--- src/rtl/i2c_eeprom_pkg.sv ---
// Shared types and bit positions for the I2C EEPROM transaction sequencer
// and the controller interface it drives.
package i2c_eeprom_pkg;

  typedef enum logic [2:0] {
    IDLE   = 3'd0,
    LAUNCH = 3'd1,
    WAIT   = 3'd2,
    CLEAR  = 3'd3,
    HOLD   = 3'd4,
    DONE   = 3'd5
  } seq_state_t;

  localparam logic [2:0] CPU_WREG = 3'd0;
  localparam logic [2:0] CPU_RREG = 3'd1;

  localparam int CTRL_EN       = 0;
  localparam int CTRL_OP_LSB   = 1;
  localparam int CTRL_RATE_LSB = 4;
  localparam int CTRL_CLR      = 7;

  localparam int STAT_FIN    = 1;
  localparam int STAT_ST_LSB = 2;
  localparam int STAT_SMEN   = 10;

  localparam logic [7:0] CTRL_IDLE_ST = 8'd0;

  localparam int CNT_W = 21;

  // Terminal count for a phase lasting cyc cycles, clamped to the counter range.
  function automatic logic [CNT_W-1:0] cnt_last(input int cyc);
    if (cyc <= 1) return '0;
    if (cyc - 1 >= (1 << CNT_W)) return '1;
    return CNT_W'(cyc - 1);
  endfunction

endpackage

--- src/rtl/i2c_eeprom_txn_sequencer_rr_arbiter.sv ---
// Round-robin arbiter: the search starts one past the last granted index.
// The pointer moves only when i_adv is high and a request wins.
module rr_arbiter #(
  parameter int N = 2
) (
  input  logic         i_clk,
  input  logic         i_rst_n,
  input  logic [N-1:0] i_req,
  input  logic         i_adv,
  output logic [N-1:0] o_gnt_onehot
);

  localparam int PW = (N > 1) ? $clog2(N) : 1;

  logic [PW-1:0] last_q;
  logic [PW-1:0] win;
  logic          found;

  // First pass looks above the pointer, second pass wraps to the bottom.
  always_comb begin
    o_gnt_onehot = '0;
    win          = last_q;
    found        = 1'b0;
    for (int k = 0; k < N; k++) begin
      if (!found && i_req[k] && (k > int'(last_q))) begin
        found = 1'b1;
        win   = PW'(k);
      end
    end
    for (int k = 0; k < N; k++) begin
      if (!found && i_req[k]) begin
        found = 1'b1;
        win   = PW'(k);
      end
    end
    if (found) o_gnt_onehot[win] = 1'b1;
  end

  // Reset pointer at the top index so index 0 has first priority.
  always_ff @(posedge i_clk or negedge i_rst_n) begin
    if (!i_rst_n) begin
      last_q <= PW'(N - 1);
    end else if (i_adv && found) begin
      last_q <= win;
    end
  end

endmodule

--- src/rtl/i2c_eeprom_txn_sequencer.sv ---
// Shares one I2C EEPROM controller between NREQ requesters: one 4-byte
// transfer at a time, finish-clear pulse for reads, write-cycle hold-off.
module i2c_eeprom_txn_sequencer
  import i2c_eeprom_pkg::*;
#(
  parameter int         NREQ        = 2,
  parameter logic [6:0] DEV_ADDR    = 7'h50,
  parameter logic [2:0] CLK_RATE    = 3'd7,
  parameter int         TWR_CYC     = 500000,
  parameter int         TIMEOUT_CYC = 1000000,
  parameter int         CLR_CYC     = 4
) (
  input  logic               i_clk,
  input  logic               i_rst_n,
  input  logic [NREQ-1:0]    i_req,
  input  logic [NREQ-1:0]    i_wr,
  input  logic [NREQ*16-1:0] i_addr,
  input  logic [NREQ*32-1:0] i_wdata,
  output logic [NREQ-1:0]    o_gnt,
  output logic [NREQ-1:0]    o_done,
  output logic [NREQ-1:0]    o_err,
  output logic [31:0]        o_rdata,
  output logic [31:0]        o_i2c_ctrl,
  output logic [6:0]         o_dev_addr,
  output logic [15:0]        o_reg_addr,
  output logic [31:0]        o_w_data,
  input  logic [31:0]        i_i2c_status,
  input  logic [31:0]        i_rd_byte,
  output logic               o_busy,
  output logic [2:0]         o_dbg_state
);

  localparam logic [CNT_W-1:0] TO_LAST  = cnt_last(TIMEOUT_CYC);
  localparam logic [CNT_W-1:0] CLR_LAST = cnt_last(CLR_CYC);
  localparam logic [CNT_W-1:0] TWR_LAST = cnt_last(TWR_CYC);

  seq_state_t       state_q, state_d;
  logic [CNT_W-1:0] cnt_q;
  logic [NREQ-1:0]  gnt_q;
  logic             rd_q;
  logic [15:0]      addr_q;
  logic [31:0]      wdata_q;
  logic [31:0]      rdata_q;
  logic             err_q;
  logic             idle_q;

  logic [NREQ-1:0]  arb_gnt;
  logic             adv;
  logic             wr_sel;
  logic [15:0]      addr_sel;
  logic [31:0]      wdata_sel;
  logic             to_hit;
  logic             to_fire;
  logic             rd_fin;
  logic             wr_idle;
  logic             unused_status;

  assign unused_status = ^{i_i2c_status[31:11], i_i2c_status[0]};

  rr_arbiter #(.N(NREQ)) u_arb (
    .i_clk        (i_clk),
    .i_rst_n      (i_rst_n),
    .i_req        (i_req),
    .i_adv        (adv),
    .o_gnt_onehot (arb_gnt)
  );

  always_comb begin
    wr_sel    = 1'b0;
    addr_sel  = '0;
    wdata_sel = '0;
    for (int k = 0; k < NREQ; k++) begin
      if (arb_gnt[k]) begin
        wr_sel    = i_wr[k];
        addr_sel  = i_addr[k*16 +: 16];
        wdata_sel = i_wdata[k*32 +: 32];
      end
    end
  end

  // A write never raises finish; it is complete once the controller sits idle.
  assign wr_idle = !i_i2c_status[STAT_SMEN] &&
                   (i_i2c_status[STAT_ST_LSB +: 8] == CTRL_IDLE_ST);
  assign to_hit  = (cnt_q >= TO_LAST);
  assign to_fire = to_hit && ((state_q == LAUNCH) || (state_q == WAIT));
  assign rd_fin  = (state_q == WAIT) && !to_hit && rd_q && i_i2c_status[STAT_FIN];

  always_comb begin
    state_d = state_q;
    adv     = 1'b0;
    case (state_q)
      IDLE: begin
        if (|i_req) begin
          state_d = LAUNCH;
          adv     = 1'b1;
        end
      end
      LAUNCH: begin
        if (to_hit)                         state_d = rd_q ? CLEAR : DONE;
        else if (i_i2c_status[STAT_SMEN])   state_d = WAIT;
      end
      WAIT: begin
        if (to_hit)                         state_d = rd_q ? CLEAR : DONE;
        else if (rd_fin)                    state_d = CLEAR;
        else if (!rd_q && wr_idle && idle_q) state_d = HOLD;
      end
      CLEAR:   if (cnt_q >= CLR_LAST) state_d = DONE;
      HOLD:    if (cnt_q >= TWR_LAST) state_d = DONE;
      DONE:    state_d = IDLE;
      default: state_d = IDLE;
    endcase
  end

  // The counter restarts on every phase entry except WAIT, so the timeout
  // spans LAUNCH and WAIT together.
  always_ff @(posedge i_clk or negedge i_rst_n) begin
    if (!i_rst_n) begin
      state_q <= IDLE;
      cnt_q   <= '0;
      gnt_q   <= '0;
      rd_q    <= 1'b0;
      addr_q  <= '0;
      wdata_q <= '0;
      rdata_q <= '0;
      err_q   <= 1'b0;
      idle_q  <= 1'b0;
    end else begin
      state_q <= state_d;
      if ((state_d != state_q) && (state_d != WAIT)) cnt_q <= '0;
      else if (cnt_q != '1)                          cnt_q <= cnt_q + 1'b1;
      idle_q <= (state_q == WAIT) && wr_idle;
      if (adv) begin
        gnt_q   <= arb_gnt;
        rd_q    <= !wr_sel;
        addr_q  <= addr_sel;
        wdata_q <= wdata_sel;
        err_q   <= 1'b0;
      end
      if (to_fire) err_q   <= 1'b1;
      if (rd_fin)  rdata_q <= i_rd_byte;
    end
  end

  always_comb begin
    o_i2c_ctrl                      = '0;
    o_i2c_ctrl[CTRL_EN]             = (state_q == LAUNCH);
    o_i2c_ctrl[CTRL_OP_LSB +: 3]    = rd_q ? CPU_RREG : CPU_WREG;
    o_i2c_ctrl[CTRL_RATE_LSB +: 3]  = CLK_RATE;
    o_i2c_ctrl[CTRL_CLR]            = (state_q == CLEAR);
  end

  assign o_gnt       = ((state_q != IDLE) && (state_q != DONE)) ? gnt_q : '0;
  assign o_done      = (state_q == DONE) ? gnt_q : '0;
  assign o_err       = ((state_q == DONE) && err_q) ? gnt_q : '0;
  assign o_rdata     = rdata_q;
  assign o_dev_addr  = DEV_ADDR;
  assign o_reg_addr  = addr_q;
  assign o_w_data    = wdata_q;
  assign o_busy      = (state_q != IDLE);
  assign o_dbg_state = state_q;

endmodule
--- config.mk ---
export PLATFORM = sky130hd
export DESIGN_NAME = i2c_eeprom_txn_sequencer
export DESIGN_NICKNAME = d
export VERILOG_FILES = /design/src/rtl/i2c_eeprom_pkg.sv /design/src/rtl/i2c_eeprom_txn_sequencer_rr_arbiter.sv /design/src/rtl/i2c_eeprom_txn_sequencer.sv
export SDC_FILE = /design/constraint.sdc
export NUM_CORES = 1
export LEC_CHECK = 0
export ABC_CLOCK_PERIOD_IN_PS = 6300
export CAP_MARGIN = 25
export CORE_AREA = 2 2 117 119
export DETAILED_ROUTE_END_ITERATION = 6
export DIE_AREA = 0 0 119 121
export PLACE_DENSITY = 0.87
export SLEW_MARGIN = 15
export SYNTH_ARGS = -nofsm -noshare
export SYNTH_HDL_FRONTEND = slang
export SYNTH_SLANG_ARGS = --single-unit
--- constraint.sdc ---
create_clock -name i_clk -period 6.3 [get_ports i_clk]
set_input_delay 1.575 -clock i_clk [delete_from_list [all_inputs] [get_ports i_clk]]
set_output_delay 1.575 -clock i_clk [all_outputs]
set_load 0.05 [all_outputs]
==> metrics <==
first-pass GRT wire length approximately 24000 um; PortBufs about 240; Final Util 62.9%; final setup margin 2.07 ns; vias after detailed routing approximately 4800; Resized cells post-CTS 0; Synth Flop Type dfrtp_1; Buf/Inv on CP 2; crit path cell chain inv_1, nor2_1, and3_1, and2_1, clkdlybuf4s50_1; Layout fillers 1019; commonest non-fill, non-tap cells in the layout 235 x clkdlybuf4s50_1, 109 x dfrtp_1, 62 x nand2_1; r2r worst-path depth 7; post-synth top area cell dfrtp_1; Gate power share 58.2%; clock slew at reported path FFs around 0.070 ns; Setup TNS 0 ns; post-DP HPWL ~12000 um; status completed; crit path max-delay cell type clkdlybuf4s50_1; Post-DRT Antenna Nets 0; crit path time final about 4.2 ns; ant diodes 0; Psw just over 0.002 W; top cells by area, synth dfrtp_1 49%, a22oi_1 7.0%, mux2_2 6.3%; number of global-route vias before repair approximately 4600; Hold Vio Cnt, Final 0; FF-to-FF Start cnt_q[12]; Synth Area per Inst 10.3 um^2; final WL 15100 um; post-synthesis cell type count 53; final instance area between 8000 and 9000 um^2; dpl cell area between 7000 and 8000 um^2; Final nets approximately 920; r2r setup slk between 3 and 4 ns; total power 0.00414 W; mean routed wirelength per cell ~16 um; pre-CTS setup slack between 1.5 and 2 ns; clock share of power 14.0%; most common cell after layout, fill and taps aside clkdlybuf4s50_1; synthesized cell area between 5000 and 6000 um^2; synth-to-layout area growth 48.5%; nature of the critical path endpoint output pin; WP data arrival 2.65 ns; hold_sp o_reg_addr[14]; Final Cycle Share approximately 67%; RSZ-0062 raised after global routing no; Iteration-0 DRC Markers between 400 and 500; CP required 4.72 ns; number of enable flip-flop cells after synthesis 0; Clk Latency, worst-skew pair around 0.35 ns; power density over the cells 504 nW/um^2; f_max between 200 and 250 MHz; Pint 0.00210 W; Seq/Total Area, Yosys 49.7%; slew margin rel. a little under two fifths; I/O pin total ~300; Die W between 100 and 150 um; sequential share of power around 28%; Core Region approximately 13000 um^2; cells after synthesis 537; max-cap violations 0; chip height approximately 120 um; vias per cell ~5.1; Post-synth ARST share 100%; number of buffers created by CTS 9; crit path launch type flop; Slew @ Worst Pin 0.935 ns; CP max FO 12; Root Driver clkbuf_16; DR DRC count 0; placement row count 42; # clock sinks between 100 and 150; largest net degree at the start of global routing 52; Starting Density a little over two fifths; crit-path leading delay family buffers and inverters; critical setup path kind flop to output pin; Pre-antenna DRT Iters 5; #FFs+latches synth 110; Ys Warns 0; post-CTS setup buffers 0; Total GRT Usage 21.2%; Max rail drop VDD around 0.00023 V; Static Leak 3.46 nW; Sw Share about half; reg2reg end cnt_q[10]; hold crit path type flop to flop; Yosys top cell area share slightly below 50%; initial antenna violation count 0; Worst path depth 5; gr ovfl total 0; die footprint 14400 um^2; H-Tree Depth 3; hold buffer count at cts 0; worst setup path startpoint o_dbg_state[0]; Final GP Congestion approximately 0.85; layout cell share with drive strength beyond 1 a little under an eighth; Max stage delay on crit path approximately 0.84 ns; crit path capture o_err[1]; CTS Buffer Depth 2; Max Slew Vio Count 0; Setup violations, final 0; CTS tree built; skew final about 0.012 ns
==> power by group through the flow <==
| stage | clock network, W | registers, W | logic (W) |
|---|---|---|---|
| after floorplan | 0 | 0.00195 | 0.000848 |
| after global placement | 0 | 0.00115 | 0.00240 |
| after detailed placement | 0 | 0.00117 | 0.00243 |
| after CTS | 0.000600 | 0.00115 | 0.00243 |
| after global routing | 0.000635 | 0.00119 | 0.00255 |
| final | 0.000582 | 0.00115 | 0.00241 |
==> state kept, by name, summed over array words and instances, names as in the netlist <==
| signal | count |
|---|---|
| o_rdata | 32 |
| o_w_data | 32 |
| cnt_q | 21 |
| o_reg_addr | 16 |
| o_dbg_state | 3 |
| gnt_q | 2 |
| err_q | 1 |
| idle_q | 1 |
| rd_q | 1 |
| u_arb.last_q | 1 |
==> worst min path at each step <==
stage,end,slack [ns],cells after the start
floorplan,err_q,0.45,2
global placement,o_reg_addr[9],0.46,2
detailed placement,o_reg_addr[15],0.47,2
CTS,o_reg_addr[8],0.48,2
global route,o_reg_addr[3],0.51,2
finish,o_reg_addr[14],0.48,2
==> kinds of logic (layout without fill, tap and decap cells) <==
group	count (synthesis)	after routing	share of synthesized area (%)
multiplexers	35	35	7.04
adder cells (fa/ha/maj)	1	1	0.226
flip-flops	110	110	49.7
other	2	36	0.135
AO/OA/AOI/OAI	150	150	18.9
buffers and inverters	79	270	8.58
XOR/XNOR	18	18	2.84
AND/OR/NAND/NOR	142	142	12.6
==> per-stage QoR <==
stage               cells  hold WS (ns)
floorplan             571         0.451
global placement      921         0.460
detailed placement    922         0.469
CTS                   938         0.485
global route          938         0.509
finish                938         0.478
==> cell usage after synthesis, types with 2 or more instances <==
library cell	count
mux2i_1	3
a21o_1	3
buf_4	37
nor3_1	6
o211ai_1	2
nor4_1	2
and4_1	5
xor2_1	9
a21boi_1	2
nor2b_1	3
a21oi_2	20
nand4_1	7
o2111ai_1	2
nand2b_1	3
dfrtp_1	109
a31oi_1	4
mux2_2	31
inv_1	10
a21oi_1	2
or2_2	2
and3_1	11
conb_1	2
nor2_1	18
and2_1	6
a22oi_1	52
a21boi_0	2
o21ai_0	49
xnor2_1	9
or3_1	3
buf_2	2
nand3_1	9
clkbuf_1	25
nand2_1	63
buf_6	5
==> final cells by class <==
cell class / instances / area (um^2) / area share [%]
flip-flops and latches: 110 / 2750 / 33.5
multi-input cells: 382 / 2470 / 30.1
repair buffers: 244 / 2440 / 29.6
clock buffers: 10 / 239 / 2.90
well taps: 176 / 220 / 2.68
clock inverters: 6 / 66.3 / 0.806
inverters: 10 / 37.5 / 0.456
==> worst register-to-register path, cell delays in order, from the launching register on <==
cell and delay, ns:
dfrtp_1 0.41, or4_1 0.55, and4_1 0.19, a221o_2 0.48, and3_1 0.23, o211ai_2 0.76, buf_4 0.35, a21oi_2 0.08
==> per-layer routing <==
layer  global-route usage, %  part of all wire [%]  vias to the layer above
met1                    26.7                    41                     2252
li1                        -                     -                     2292
met5                       0                     0                        -
met2                    35.6                    50                      192
met4                    8.48                   2.4                        0
met3                    4.46                   6.5                       23
(Power assumes the default switching activity.)
